$ cat src/rtl/segre_pkg.sv
// Shared types and constants for the segre hazard controller and its scoreboard.
// SEGRE_WB_BYPASS_EN selects WB bypassing; without it, WB-distance hazards stall instead.
package segre_pkg;

    localparam int REG_SIZE  = 5;
    localparam int WORD_SIZE = 32;

    typedef enum logic [1:0] {
        NO_BYPASS  = 2'd0,
        MEM_BYPASS = 2'd1,
        WB_BYPASS  = 2'd2
    } bypass_ex_sel_e;

    typedef enum logic [1:0] {
        RUN      = 2'd0,
        STALL    = 2'd1,
        FLUSH    = 2'd2,
        MEM_WAIT = 2'd3
    } hazard_state_e;

    typedef struct packed {
        logic                valid;
        logic [REG_SIZE-1:0] rd;
        logic                is_load;
    } sb_entry_t;

    // LU_EXTRA: stall cycles after the detection cycle of a load-use.
`ifdef SEGRE_WB_BYPASS_EN
    localparam int STALL_CNT_W = 1;
    localparam int LU_EXTRA    = 0;
`else
    localparam int STALL_CNT_W = 2;
    localparam int LU_EXTRA    = 1;
`endif

    function automatic logic src_hit(input sb_entry_t e, input logic used,
                                     input logic [REG_SIZE-1:0] addr);
        return used && (addr != '0) && e.valid && (e.rd == addr);
    endfunction

endpackage

$ cat src/rtl/segre_scoreboard.sv
// Three-stage (EX, MEM, WB) destination scoreboard with per-source bypass resolution.
// Behaviour does not depend on SEGRE_WB_BYPASS_EN; the top filters the selects.
module segre_scoreboard
    import segre_pkg::*;
(
    input  logic                clk_i,
    input  logic                rsn_i,
    input  logic                shift,
    input  logic                bubble,
    input  logic                mem_advance,
    input  logic                id_valid_i,
    input  logic [REG_SIZE-1:0] id_rd_addr_i,
    input  logic                id_rf_we_i,
    input  logic                id_is_load_i,
    input  logic                id_rs1_used_i,
    input  logic [REG_SIZE-1:0] id_rs1_addr_i,
    input  logic                id_rs2_used_i,
    input  logic [REG_SIZE-1:0] id_rs2_addr_i,
    output bypass_ex_sel_e      sel_a_o,
    output bypass_ex_sel_e      sel_b_o,
    output logic                lu_a_o,
    output logic                lu_b_o
);

    sb_entry_t ex_q, mem_q, wb_q;
    sb_entry_t id_entry;
    logic      use_a, use_b;

    assign use_a = id_valid_i && id_rs1_used_i;
    assign use_b = id_valid_i && id_rs2_used_i;

    always_comb begin
        id_entry         = '0;
        id_entry.valid   = id_valid_i && id_rf_we_i && (id_rd_addr_i != '0);
        id_entry.rd      = id_rd_addr_i;
        id_entry.is_load = id_is_load_i;
    end

    // Youngest producer wins; a WB hit needs no bypass because the RF is write-first.
    function automatic bypass_ex_sel_e resolve(input logic used, input logic [REG_SIZE-1:0] addr);
        if (src_hit(ex_q, used, addr))
            return ex_q.is_load ? NO_BYPASS : MEM_BYPASS;
        else if (src_hit(mem_q, used, addr))
            return WB_BYPASS;
        else if (src_hit(wb_q, used, addr))
            return NO_BYPASS;
        return NO_BYPASS;
    endfunction

    assign sel_a_o = resolve(use_a, id_rs1_addr_i);
    assign sel_b_o = resolve(use_b, id_rs2_addr_i);
    assign lu_a_o  = src_hit(ex_q, use_a, id_rs1_addr_i) && ex_q.is_load;
    assign lu_b_o  = src_hit(ex_q, use_b, id_rs2_addr_i) && ex_q.is_load;

    always_ff @(posedge clk_i or negedge rsn_i) begin
        if (!rsn_i) begin
            ex_q  <= '0;
            mem_q <= '0;
            wb_q  <= '0;
        end else if (shift) begin
            ex_q  <= bubble ? '0 : id_entry;
            mem_q <= ex_q;
            wb_q  <= mem_q;
        end else if (mem_advance) begin
            wb_q        <= mem_q;
            mem_q.valid <= 1'b0;
        end
    end

endmodule

$ cat src/rtl/segre_hazard_ctrl.sv
// Pipeline hazard controller: bypass selection, load-use stalls, redirect flush, memory wait.
// SEGRE_WB_BYPASS_EN enables WB bypassing; when undefined those cases stall until the producer is in WB.
// Handshake-free: all outputs are combinational from registered state and the current inputs.
module segre_hazard_ctrl
    import segre_pkg::*;
(
    input  logic                clk_i,
    input  logic                rsn_i,
    input  logic                id_valid_i,
    input  logic [REG_SIZE-1:0] id_rs1_addr_i,
    input  logic [REG_SIZE-1:0] id_rs2_addr_i,
    input  logic                id_rs1_used_i,
    input  logic                id_rs2_used_i,
    input  logic [REG_SIZE-1:0] id_rd_addr_i,
    input  logic                id_rf_we_i,
    input  logic                id_is_load_i,
    input  logic                id_is_store_i,
    input  logic                ex_valid_i,
    input  logic                ex_tkbr_i,
    input  logic                ex_is_jaljalr_i,
    input  logic                mem_busy_i,
    output logic                block_id_o,
    output logic                block_ex_o,
    output logic                block_mem_o,
    output logic                inject_nops_o,
    output logic                kill_id_o,
    output bypass_ex_sel_e      mux_sel_a_o,
    output bypass_ex_sel_e      mux_sel_b_o,
    output bypass_ex_sel_e      mux_sel_load_o,
    output hazard_state_e       state_o
);

    hazard_state_e          state_q, saved_q, eff_state;
    logic [STALL_CNT_W-1:0] cnt_q;
    bypass_ex_sel_e         sb_sel_a, sb_sel_b, sel_a, sel_b;
    logic                   lu_a, lu_b, load_use, need_wb, hold, redirect;

    segre_scoreboard u_scoreboard (
        .clk_i         (clk_i),
        .rsn_i         (rsn_i),
        .shift         (!block_ex_o),
        .bubble        (inject_nops_o || block_id_o),
        .mem_advance   (!block_mem_o),
        .id_valid_i    (id_valid_i),
        .id_rd_addr_i  (id_rd_addr_i),
        .id_rf_we_i    (id_rf_we_i),
        .id_is_load_i  (id_is_load_i),
        .id_rs1_used_i (id_rs1_used_i),
        .id_rs1_addr_i (id_rs1_addr_i),
        .id_rs2_used_i (id_rs2_used_i),
        .id_rs2_addr_i (id_rs2_addr_i),
        .sel_a_o       (sb_sel_a),
        .sel_b_o       (sb_sel_b),
        .lu_a_o        (lu_a),
        .lu_b_o        (lu_b)
    );

    // MEM_WAIT behaves as the state it interrupted once mem_busy_i drops.
    assign eff_state = (state_q == MEM_WAIT) ? saved_q : state_q;
    assign redirect  = ex_valid_i && (ex_tkbr_i || ex_is_jaljalr_i);
    assign load_use  = lu_a || lu_b;
    assign hold      = (eff_state == STALL) && (cnt_q != '0);
    assign state_o   = state_q;

    always_comb begin
        sel_a   = sb_sel_a;
        sel_b   = sb_sel_b;
        need_wb = 1'b0;
`ifndef SEGRE_WB_BYPASS_EN
        need_wb = (sb_sel_a == WB_BYPASS) || (sb_sel_b == WB_BYPASS);
        if (sb_sel_a == WB_BYPASS) sel_a = NO_BYPASS;
        if (sb_sel_b == WB_BYPASS) sel_b = NO_BYPASS;
`endif
    end

    always_comb begin
        block_id_o    = 1'b0;
        block_ex_o    = 1'b0;
        block_mem_o   = 1'b0;
        inject_nops_o = 1'b0;
        kill_id_o     = 1'b0;
        if (!rsn_i) begin
            block_id_o = 1'b0;
        end else if (mem_busy_i) begin
            block_id_o  = 1'b1;
            block_ex_o  = 1'b1;
            block_mem_o = 1'b1;
        end else if (eff_state == FLUSH || redirect) begin
            kill_id_o     = 1'b1;
            inject_nops_o = 1'b1;
        end else if (load_use || need_wb || hold) begin
            block_id_o    = 1'b1;
            inject_nops_o = 1'b1;
        end
    end

    always_comb begin
        mux_sel_a_o    = NO_BYPASS;
        mux_sel_b_o    = NO_BYPASS;
        mux_sel_load_o = NO_BYPASS;
        if (rsn_i) begin
            mux_sel_a_o = sel_a;
            if (id_is_store_i) mux_sel_load_o = sel_b;
            else               mux_sel_b_o    = sel_b;
        end
    end

    always_ff @(posedge clk_i or negedge rsn_i) begin
        if (!rsn_i) begin
            state_q <= RUN;
            saved_q <= RUN;
            cnt_q   <= '0;
        end else if (mem_busy_i) begin
            state_q <= MEM_WAIT;
            saved_q <= eff_state;
        end else begin
            case (eff_state)
                FLUSH: state_q <= RUN;
                default: begin
                    if (redirect) begin
                        state_q <= FLUSH;
                        cnt_q   <= '0;
                    end else if (load_use) begin
                        state_q <= STALL;
                        cnt_q   <= STALL_CNT_W'(LU_EXTRA);
                    end else if (hold) begin
                        state_q <= STALL;
                        cnt_q   <= cnt_q - 1'b1;
                    end else begin
                        state_q <= RUN;
                    end
                end
            endcase
        end
    end

endmodule

$ cat config.mk
export PLATFORM = sky130hd
export DESIGN_NAME = segre_hazard_ctrl
export DESIGN_NICKNAME = d
export VERILOG_FILES = /design/src/rtl/segre_pkg.sv /design/src/rtl/segre_scoreboard.sv /design/src/rtl/segre_hazard_ctrl.sv
export SDC_FILE = /design/constraint.sdc
export NUM_CORES = 1
export LEC_CHECK = 0
export ABC_CLOCK_PERIOD_IN_PS = 7900
export BUFFER_PORTS_ARGS = -buffer_cell sky130_fd_sc_hd__buf_2
export CAP_MARGIN = 25
export CORE_ASPECT_RATIO = 1.1
export CORE_MARGIN = 10
export CORE_UTILIZATION = 53
export CTS_CLUSTER_DIAMETER = 40
export CTS_CLUSTER_SIZE = 16
export DETAILED_ROUTE_END_ITERATION = 6
export PLACE_DENSITY_LB_ADDON = 0.1
export SETUP_SLACK_MARGIN = 0.2
export SLEW_MARGIN = 20
export SYNTH_ARGS = -nofsm -noshare
export SYNTH_HDL_FRONTEND = slang
export SYNTH_SLANG_ARGS = --single-unit
$ cat constraint.sdc
create_clock -name clk_i -period 7.9 [get_ports clk_i]
set_input_delay 1.975 -clock clk_i [delete_from_list [all_inputs] [get_ports clk_i]]
set_output_delay 1.975 -clock clk_i [all_outputs]
set_load 0.005 [all_outputs]
==> out/metrics.cfg, run 1 <==
[timing]
fin_setup_tns_ps = 0
worst_slew_pin_slew_ps = 692
setup_violations = 0
period_share = 0.727
relSlewSlack = 0.535
fmax_mhz = 174
rsz0062_at_grt = false
drv_slew = 0
period_minus_slack_ps = 5740
hold_viol = 0
final.setup_skew_ps = 1.53

[finish]
final_common_cell = buf_2
fin_util = 0.650
layoutNonFillerInstCount = 210
final_cell_mix = buf_2, nand2_1, dfrtp_1
antenna_cells = 0
stdcell_area_um2 = 1480
area_growth_pct = 16.6
final_nets = 209
drive_gt1_frac = 0.250
final.fill_count = 208

[yosys]
yosysSeqAreaShare = 0.375
ys_seq_elements = 19
postSynthAreaPerCell_um2 = 8.74
ys_warn_count = 0
synthCells = 145
syn_area_um2 = 1270
synth.distinct_cells = 37

[die]
placementRows = 18
initial_utilization = 0.557
fp.coreArea_um2 = 2270
design.die.area_um2 = 4750
die_w_um = 66.6
ioPinCount = 40
die_h_um = 71.3

[critical_path]
r2r_end = u_scoreboard.ex_q[5]
path_buf_inv = 2
crit_path_start_kind = primary input
reg2reg_depth = 6
cp_slowest_cell = nor4_1
crit_cells = 8
cp_common_cell = buf_2
r2r-start = u_scoreboard.ex_q[1]
critPathLaunch = id_rs1_addr_i[4]
critPathRequiredTime_ps = 5930
crit_path_end = inject_nops_o
crit_chain = buf_2 > xnor2_1 > nand4_1 > nor4_1 > o21ai_1 > and2_1 > a31oi_1 > buf_2
worst_setup_path_end_kind = primary output
r2r_slack_ps = 5650
cp_max_fo = 6
crit_arrival_ps = 3770
crit_path_max_incr_delay_ps = 560
criticalPathCategory = in2out
cp_top_family = simple AND/OR/NAND/NOR gates

[pwr]
pwr-share-seq = 0.508
pwr-share-clk = 0.190
p_comb_frac = 0.301
power.density_nw_per_um2 = 170
p_int_uw = 168
p_leak_nw = 0.705
p_sw_frac = 0.333
p_total_uw = 252
switchingPower_uw = 83.7
ir_worst_vdd_mv = 0.120

[placement]
placed_area_um2 = 1450
hpwl_um = 2770
placed_cells = 206
io_buffers = 36
gp_routability_congestion = 0.881

[clock_network]
post_cts_buffers = 0
cts.sink_count = 19
clockBufferDepth = 2
hold_buffers = 0
clk_pin_slew_ps = 100
htreeDepth = 1
cts_tree = yes
clock_latency_ps = 290
numCtsBuffers = 3
root_buffer = clkbuf_4
cts_resized = 0

[grt]
grt_start_max_net_pins = 25
grt_first_pass_wirelength_um = 5620
antenna_found_initial = 0
track_usage = 0.146
grt_overflow = 0
grt_pass1_vias = 1238

[routing]
viasPerCell = 5.62
drt_iter0_drc = 84
num_vias = 1180
postRouteWirelength_um = 3370
first_pass_iters = 4
drc = 0
wire_per_inst_um = 16.1
ant_nets = 0

[outcome]
status = finished, final reports clean

[job]
max_cap_viol_count = 0

[worst_hold_path]
holdCritPathClass = reg2reg

-- cell usage after synthesis --
| cell | instances | area (um2) |
|---|---|---|
| nand2_1 | 28 | 105 |
| dfrtp_1 | 19 | 475 |
| xnor2_1 | 16 | 140 |
| nor2_1 | 12 | 45.0 |
| inv_1 | 8 | 30.0 |
| a22o_1 | 7 | 61.3 |
| nand4_1 | 6 | 37.5 |
| buf_4 | 4 | 30.0 |
| o21ai_0 | 4 | 20.0 |
| xor2_1 | 4 | 35.0 |
| a31oi_1 | 3 | 18.8 |
| clkbuf_1 | 3 | 11.3 |
| a21boi_0 | 2 | 15.0 |
| nand3_1 | 2 | 10.0 |
| nor3_1 | 2 | 10.0 |
| nor4_1 | 2 | 12.5 |
| o32a_1 | 2 | 20.0 |
| or4_1 | 2 | 15.0 |
| a21o_1 | 1 | 7.51 |
| a21oi_1 | 1 | 5.00 |
| a41o_4 | 1 | 21.3 |
| and2_1 | 1 | 6.26 |
| and4b_2 | 1 | 11.3 |
| conb_1 | 1 | 3.75 |
| ha_1 | 1 | 12.5 |
| nand3b_1 | 1 | 7.51 |
| nand4b_1 | 1 | 8.76 |
| nor2_4 | 1 | 11.3 |
| nor3b_1 | 1 | 7.51 |
| nor4_2 | 1 | 12.5 |
| nor4b_1 | 1 | 8.76 |
| o21ai_1 | 1 | 5.00 |
| o221ai_1 | 1 | 8.76 |
| o311ai_0 | 1 | 8.76 |
| o41a_1 | 1 | 11.3 |
| or2_2 | 1 | 6.26 |
| or4_4 | 1 | 11.3 |
-- cells by family after synthesis --
group | after synthesis | synth area share
fa+ha+maj | 1 | 0.00987
buf+inv | 15 | 0.0563
flops | 19 | 0.375
xor+xnor | 20 | 0.138
compound gates | 25 | 0.160
other cells | 1 | 0.00296
simple gates | 64 | 0.258
-- sequential cells by signal, summed over array words and instances, names as in the netlist --
signal,flops
u_scoreboard.mem_q,6
cnt_q,2
saved_q,2
u_scoreboard.ex_q,7
state_o,2
-- how the worst min path moves through the flow --
| stage | start | end | slack, ps | cells after the start |
|---|---|---|---|---|
| after floorplan | saved_q[0] | saved_q[0] | 470 | 2 |
| after global placement | saved_q[0] | saved_q[0] | 480 | 2 |
| after detailed placement | saved_q[0] | saved_q[0] | 500 | 2 |
| after CTS | saved_q[0] | saved_q[0] | 530 | 2 |
| after global routing | saved_q[0] | saved_q[0] | 550 | 2 |
| final | saved_q[0] | saved_q[0] | 530 | 2 |
-- power by group through the flow --
| stage | Combinational (mW) | Sequential (mW) | Clock [mW] |
|---|---|---|---|
| CTS | 0.0764 | 0.128 | 0.0496 |
| finish | 0.0758 | 0.128 | 0.0479 |
| global placement | 0.0725 | 0.129 | 0 |
| floorplan | 0.0525 | 0.125 | 0 |
| detailed placement | 0.0761 | 0.130 | 0 |
| global route | 0.0860 | 0.130 | 0.0546 |
-- layer usage --
layer  share of wire  wire length [um]  GRT usage
met5               0                 0          0
met4           0.023                78     0.0559
met3           0.074               250     0.0373
met2            0.53              1780      0.257
met1            0.38              1270      0.161
-- metrics by stage --
stage	hold slack (ps)	setup WS (ps)
after floorplan	466	2600
after global placement	482	2290
after detailed placement	504	2130
after CTS	527	2130
after global routing	552	1940
final	529	2160
-- worst min-delay path: cells and delay by family (launching register included) --
family / cells / cell delay [ps]
and+or+nand+nor: 2 / 130
DFF: 1 / 360
-- cell type report --
| class | instances | area [um2] | share of cell area |
|---|---|---|---|
| timing repair buffer | 36 | 180 | 0.122 |
| inverter | 8 | 30.0 | 0.0203 |
| tap | 30 | 37.5 | 0.0254 |
| multi-input combinational | 113 | 728 | 0.493 |
| clock buffer | 4 | 26.3 | 0.0178 |
| sequential | 19 | 475 | 0.322 |
(Power assumes the default switching activity.)
==> inputs of run 2 (changes only) <==
--- a/config.mk
+++ b/config.mk
@@ -5,12 +5,12 @@
 export SDC_FILE = /design/constraint.sdc
 export NUM_CORES = 1
 export LEC_CHECK = 0
-export ABC_CLOCK_PERIOD_IN_PS = 7900
+export ABC_CLOCK_PERIOD_IN_PS = 5300
 export BUFFER_PORTS_ARGS = -buffer_cell sky130_fd_sc_hd__buf_2
 export CAP_MARGIN = 25
 export CORE_ASPECT_RATIO = 1.1
 export CORE_MARGIN = 10
-export CORE_UTILIZATION = 53
+export CORE_UTILIZATION = 50
 export CTS_CLUSTER_DIAMETER = 40
 export CTS_CLUSTER_SIZE = 16
 export DETAILED_ROUTE_END_ITERATION = 6
==> constraint.sdc (replaced) <==
create_clock -name clk_i -period 5.3 [get_ports clk_i]
set_input_delay 1.325 -clock clk_i [delete_from_list [all_inputs] [get_ports clk_i]]
set_output_delay 1.325 -clock clk_i [all_outputs]
set_load 0.005 [all_outputs]
==> run 2 against run 1 <==
  * Sequential power is 48% higher
  * Critical path depth did not move
  * Total power rose by 49%
  * Sequential share of layout area decreased by 0.054 points
  * Via count is 4.7% lower
  * Non-clock buffer count unchanged
  * Clock skew up 2.1 ps
  * Clock power rose by 55%
  * Combinational power increased by 48%
  * Die area up 4.2%
  * Flip-flop and latch count unchanged
  * Critical endpoint unchanged
  * Highest routed layer unchanged
==> out/metrics.cfg, run 2 (same netlist as run 1, synthesis figures left out) <==
[placement]
hpwl_um = 2680  ; was 2770 um
pre_cts_slack_ps = 950  ; was 2130 ps
io_buffers = 36  ; unchanged
gp_routability_congestion = 0.785  ; was 0.881

[grt]
grt_start_max_net_pins = 25  ; unchanged
track_usage = 0.138  ; was 0.146
antenna_found_initial = 0  ; unchanged
grt_pass1_vias = 1187  ; was 1238
grt_overflow = 0  ; unchanged
grt_first_pass_wirelength_um = 5310  ; was 5620 um

[job]
max_cap_viol_count = 0  ; unchanged

[pwr]
p_comb_frac = 0.299  ; was 0.301
pwr-share-seq = 0.503  ; was 0.508
p_int_uw = 250  ; was 168 uW
pwr-share-clk = 0.198  ; was 0.190
power.density_nw_per_um2 = 253  ; was 170 nW/um2
switchingPower_uw = 125  ; was 83.7 uW
p_leak_nw = 0.708  ; was 0.705 nW
p_sw_frac = 0.335  ; was 0.333
ir_worst_vdd_mv = 0.168  ; was 0.120 mV

[finish]
final_common_cell = buf_2  ; unchanged
drive_gt1_frac = 0.256  ; was 0.250
final_cell_mix = buf_2, nand2_1, dfrtp_1  ; unchanged
reg.largest.list = u_scoreboard.ex_q (7), u_scoreboard.mem_q (6)  ; unchanged
largest_reg_flops = 7  ; unchanged
max_flop_register = u_scoreboard.ex_q  ; unchanged
final.fill_count = 236  ; was 208
antenna_cells = 0  ; unchanged
area_growth_pct = 16.8  ; was 16.6%
final_nets = 209  ; unchanged

[routing]
num_vias = 1124  ; was 1180
first_pass_iters = 4  ; unchanged
drc = 0  ; unchanged
drt_iter0_drc = 64  ; was 84
ant_nets = 0  ; unchanged
viasPerCell = 5.33  ; was 5.62
postRouteWirelength_um = 3210  ; was 3370 um
wire_per_inst_um = 15.2  ; was 16.1 um

[timing]
final.setup_skew_ps = 3.63  ; was 1.53 ps
period_share = 0.819
drv_slew = 0  ; unchanged
setup_ws_ps = 958  ; was 2160 ps
period_minus_slack_ps = 4340
rsz0062_at_grt = false  ; unchanged
fmax_mhz = 230
worst_slew_pin_slew_ps = 571  ; was 692 ps
fin_setup_tns_ps = 0  ; unchanged
finalHoldWorstSlack_ps = 519  ; was 529 ps
relSlewSlack = 0.616  ; was 0.535
setup_violations = 0  ; unchanged
hold_viol = 0  ; unchanged

[die]
die_w_um = 68.0  ; was 66.6 um
design.die.area_um2 = 4950  ; was 4750 um2
die_h_um = 72.8  ; was 71.3 um
initial_utilization = 0.513  ; was 0.557
ioPinCount = 40  ; unchanged
placementRows = 19  ; was 18
fp.coreArea_um2 = 2470  ; was 2270 um2

[critical_path]
worst_setup_path_end_kind = primary output  ; unchanged
crit_path_start_kind = primary input  ; unchanged
critPathRequiredTime_ps = 3970  ; was 5930 ps
crit_arrival_ps = 3020  ; was 3770 ps
cp_max_fo = 6  ; unchanged
criticalPathCategory = in2out  ; unchanged

[clock_network]
cts_tree = yes  ; unchanged
root_buffer = clkbuf_4  ; unchanged
numCtsBuffers = 3  ; unchanged
clockBufferDepth = 2  ; unchanged
cts_resized = 0  ; unchanged
clock_latency_ps = 300  ; was 290 ps
cts.sink_count = 19  ; unchanged
post_cts_buffers = 0  ; unchanged
clk_pin_slew_ps = 110  ; was 100 ps
htreeDepth = 1  ; unchanged
hold_buffers = 0  ; unchanged

[outcome]
status = finished, final reports clean  ; unchanged

[worst_hold_path]
holdCritPathClass = reg2reg  ; unchanged

[run 2: cell types whose count changed in the layout (fill, tap and decap cells not counted)]
| cell | previous run | this run |
|---|---|---|
| clkinv_2 | 0 | 1 |
| clkbuf_1 | 1 | 0 |
[run 2: worst paths after layout]
| kind | start | end | slack (ps) | cells past startpoint |
|---|---|---|---|---|
| max reg2reg | u_scoreboard.mem_q[4] | u_scoreboard.ex_q[6] | 3180 | 6 |
| min | saved_q[0] | saved_q[0] | 520 | 2 |
| max in group asynchronous | rsn_i | u_scoreboard.ex_q[1] | 4000 | 1 |
| min in group asynchronous | rsn_i | saved_q[0] | 970 | 1 |
| min reg2reg | saved_q[0] | saved_q[0] | 520 | 2 |
| max | id_rs1_addr_i[0] | inject_nops_o | 960 | 8 |
[run 2: final cells by class]
type / count / area (um2) / area share
Clock buffer: 3 / 22.5 / 0.0152
Clock inverter: 1 / 5.00 / 0.00338
Inverter: 8 / 30.0 / 0.0203
Multi-Input combinational cell: 113 / 728 / 0.492
Sequential cell: 19 / 475 / 0.321
Tap cell: 31 / 38.8 / 0.0262
Timing Repair Buffer: 36 / 180 / 0.122
[run 2: per-stage QoR]
| step | utilization | cell area (um2) | std cells | power (mW) |
|---|---|---|---|---|
| final | 0.599 | 1480 | 211 | 0.375 |
| after global routing | 0.599 | 1480 | 211 | 0.405 |
| after CTS | 0.599 | 1480 | 211 | 0.381 |
| after detailed placement | 0.588 | 1450 | 207 | 0.306 |
| after global placement | 0.588 | 1450 | 207 | 0.301 |
| after floorplan | - | 1270 | 147 | 0.265 |
[run 2: power by group through the flow]
stage	combinational (mW)	sequential, mW	clock (mW)
after floorplan	0.0783	0.186	0
after global placement	0.109	0.191	0
after global routing	0.129	0.192	0.0845
after detailed placement	0.114	0.192	0
after CTS	0.115	0.189	0.0777
final	0.112	0.189	0.0742
[run 2: per-layer routing]
layer  GRT usage  wire length, um  up-vias
met2       0.231             1590       28
met5           0                0        -
met4      0.0649               47        0
met1       0.153             1360      520
met3      0.0415              202        4
li1            -                -      572
[run 2: worst max-delay path, cell delays in order]
cell	delay, ps
buf_2	120
or4_1	510
nor2_1	160
nor4_1	110
o21ai_1	360
and2_1	210
a31oi_1	80
buf_2	140
==> inputs of run 3 (changes only) <==
--- a/config.mk
+++ b/config.mk
@@ -5,12 +5,12 @@
 export SDC_FILE = /design/constraint.sdc
 export NUM_CORES = 1
 export LEC_CHECK = 0
-export ABC_CLOCK_PERIOD_IN_PS = 5300
+export ABC_CLOCK_PERIOD_IN_PS = 3890
 export BUFFER_PORTS_ARGS = -buffer_cell sky130_fd_sc_hd__buf_2
 export CAP_MARGIN = 25
 export CORE_ASPECT_RATIO = 1.1
 export CORE_MARGIN = 10
-export CORE_UTILIZATION = 50
+export CORE_UTILIZATION = 45
 export CTS_CLUSTER_DIAMETER = 40
 export CTS_CLUSTER_SIZE = 16
 export DETAILED_ROUTE_END_ITERATION = 6
==> constraint.sdc (replaced) <==
create_clock -name clk_i -period 3.89 [get_ports clk_i]
set_input_delay 0.9725 -clock clk_i [delete_from_list [all_inputs] [get_ports clk_i]]
set_output_delay 0.9725 -clock clk_i [all_outputs]
set_load 0.005 [all_outputs]
==> run 3 against run 2 <==
  * Via count rose by 7.5%
  * Design area up 2.1%
  * Non-clock buffer count increased by 2
  * Largest cell class unchanged
  * Largest power group unchanged
==> out/metrics.cfg, run 3 (same netlist as run 1, synthesis figures left out) <==
[timing]
relSlewSlack = 0.633  ; was 0.616
setup_violations = 0  ; unchanged
worst_slew_pin_slew_ps = 545  ; was 571 ps
drv_slew = 0  ; unchanged
fin_setup_tns_ps = 0  ; unchanged
final.setup_skew_ps = 8.37  ; was 3.63 ps
hold_viol = 0  ; unchanged
period_minus_slack_ps = 3590
fmax_mhz = 278
period_share = 0.924
rsz0062_at_grt = false  ; unchanged

[finish]
final_common_cell = buf_2  ; unchanged
layoutNonFillerInstCount = 215  ; was 211
final_cell_mix = buf_2, nand2_1, dfrtp_1  ; unchanged
reg.largest.list = u_scoreboard.ex_q (7), u_scoreboard.mem_q (6)  ; unchanged
final_nets = 211  ; was 209
drive_gt1_frac = 0.275  ; was 0.256
max_flop_register = u_scoreboard.ex_q  ; unchanged
largest_reg_flops = 7  ; unchanged
final.fill_count = 274  ; was 236
fin_util = 0.554  ; was 0.599
antenna_cells = 0  ; unchanged
area_growth_pct = 19.2  ; was 16.8%

[grt]
antenna_found_initial = 0  ; unchanged
grt_pass1_vias = 1238  ; was 1187
grt_overflow = 0  ; unchanged
track_usage = 0.130  ; was 0.138
grt_start_max_net_pins = 16  ; was 25
grt_first_pass_wirelength_um = 5720  ; was 5310 um

[clock_network]
root_buffer = clkbuf_4  ; unchanged
hold_buffers = 0  ; unchanged
cts.sink_count = 19  ; unchanged
htreeDepth = 1  ; unchanged
cts_tree = yes  ; unchanged
clk_pin_slew_ps = 120  ; was 110 ps
cts_resized = 0  ; unchanged
clock_latency_ps = 300  ; about the same
numCtsBuffers = 3  ; unchanged
clockBufferDepth = 2  ; unchanged
post_cts_buffers = 0  ; unchanged

[pwr]
power.density_nw_per_um2 = 344  ; was 253 nW/um2
pwr-share-clk = 0.195  ; was 0.198
switchingPower_uw = 179  ; was 125 uW
pwr-share-seq = 0.499  ; was 0.503
p_comb_frac = 0.306  ; was 0.299
p_sw_frac = 0.344  ; was 0.335
p_leak_nw = 0.717  ; was 0.708 nW
ir_worst_vdd_mv = 0.334  ; was 0.168 mV
p_int_uw = 341  ; was 250 uW

[critical_path]
crit_arrival_ps = 2620  ; was 3020 ps
critPathRequiredTime_ps = 2920  ; was 3970 ps
crit_path_max_incr_delay_ps = 570  ; was 510 ps
crit_path_start_kind = primary input  ; unchanged
criticalPathCategory = in2out  ; unchanged
cp_slowest_cell = or4_1  ; unchanged
crit_chain = buf_2 > or4_1 > nor2_4 > nor4_2 > o41a_1 > a31oi_1 > buf_2  ; was buf_2 > or4_1 > nor2_1 > nor4_1 > o21ai_1 > and2_1 > a31oi_1 > buf_2
cp_common_cell = buf_2  ; unchanged
cp_max_fo = 4  ; was 6
cp_top_family = simple AND/OR/NAND/NOR gates  ; unchanged
worst_setup_path_end_kind = primary output  ; unchanged
path_buf_inv = 2  ; unchanged

[placement]
io_buffers = 36  ; unchanged
placed_cells = 211  ; was 207
hpwl_um = 2880  ; was 2680 um
gp_routability_congestion = 0.915  ; was 0.785

[routing]
ant_nets = 0  ; unchanged
postRouteWirelength_um = 3480  ; was 3210 um
drc = 0  ; unchanged
wire_per_inst_um = 16.2  ; was 15.2 um
viasPerCell = 5.62  ; was 5.33
num_vias = 1208  ; was 1124
first_pass_iters = 4  ; unchanged
drt_iter0_drc = 98  ; was 64

[die]
initial_utilization = 0.465  ; was 0.513
die_h_um = 75.7  ; was 72.8 um
placementRows = 20  ; was 19
die_w_um = 70.6  ; was 68.0 um
ioPinCount = 40  ; unchanged
fp.coreArea_um2 = 2730  ; was 2470 um2
design.die.area_um2 = 5340  ; was 4950 um2

[job]
max_cap_viol_count = 0  ; unchanged

[outcome]
status = finished, final reports clean  ; unchanged

[worst_hold_path]
holdCritPathClass = in2async  ; was reg2reg

==> run 3: power groups by stage <==
stage          clock, mW  combinational, mW  sequential [mW]
2_1_floorplan          0              0.107            0.254
3_3_place_gp           0              0.148            0.262
3_5_place_dp           0              0.158            0.264
4_1_cts            0.105              0.159            0.259
5_1_grt            0.114              0.178            0.263
6_report           0.101              0.159            0.260
==> run 3: routing by layer <==
layer / routed length [um] / up-vias / global-route usage
met2: 1800 / 41 / 0.234
met1: 1390 / 584 / 0.143
li1: - / 579 / -
met3: 246 / 4 / 0.0495
met5: 0 / - / 0
met4: 39 / 0 / 0.0344
==> run 3: per-stage QoR <==
step                instance area, um2  hold slack (ps)  total power, mW  worst slack [ps]
floorplan                         1270              466            0.361               596
global route                      1510              540            0.556               207
global placement                  1470              484            0.409               272
CTS                               1500              547            0.523               223
finish                            1510              542            0.520               295
detailed placement                1470              520            0.421               234
==> run 3: final cells by class <==
| cell class | count | area (um2) | share of cell area |
|---|---|---|---|
| Clock buffer | 3 | 22.5 | 0.0149 |
| Clock inverter | 1 | 5.00 | 0.00331 |
| Inverter | 8 | 30.0 | 0.0199 |
| Multi-Input combinational cell | 113 | 742 | 0.491 |
| Sequential cell | 19 | 475 | 0.315 |
| Tap cell | 33 | 41.3 | 0.0273 |
| Timing Repair Buffer | 38 | 195 | 0.129 |
==> run 3: path summary, 6_finish.rpt <==
check | slack (ps) | end | cells past startpoint | start
worst max-delay path | 300 | block_id_o | 7 | id_rs1_addr_i[0]
worst min-delay path | 540 | state_o[1] | 1 | rsn_i
worst max register to register | 1800 | u_scoreboard.ex_q[0] | 7 | u_scoreboard.ex_q[3]
worst min register to register | 550 | cnt_q[0] | 1 | cnt_q[0]
max in group asynchronous | 2890 | u_scoreboard.ex_q[6] | 2 | rsn_i
min in group clk_i | 550 | cnt_q[0] | 1 | cnt_q[0]
==> run 3: worst reg2reg max path: stages (launching register included) <==
cell and delay (ps):
dfrtp_1 470, xnor2_1 210, nand4_1 150, nor4_2 380, o21ai_1 140, buf_4 170, a41o_4 280, a22o_1 190
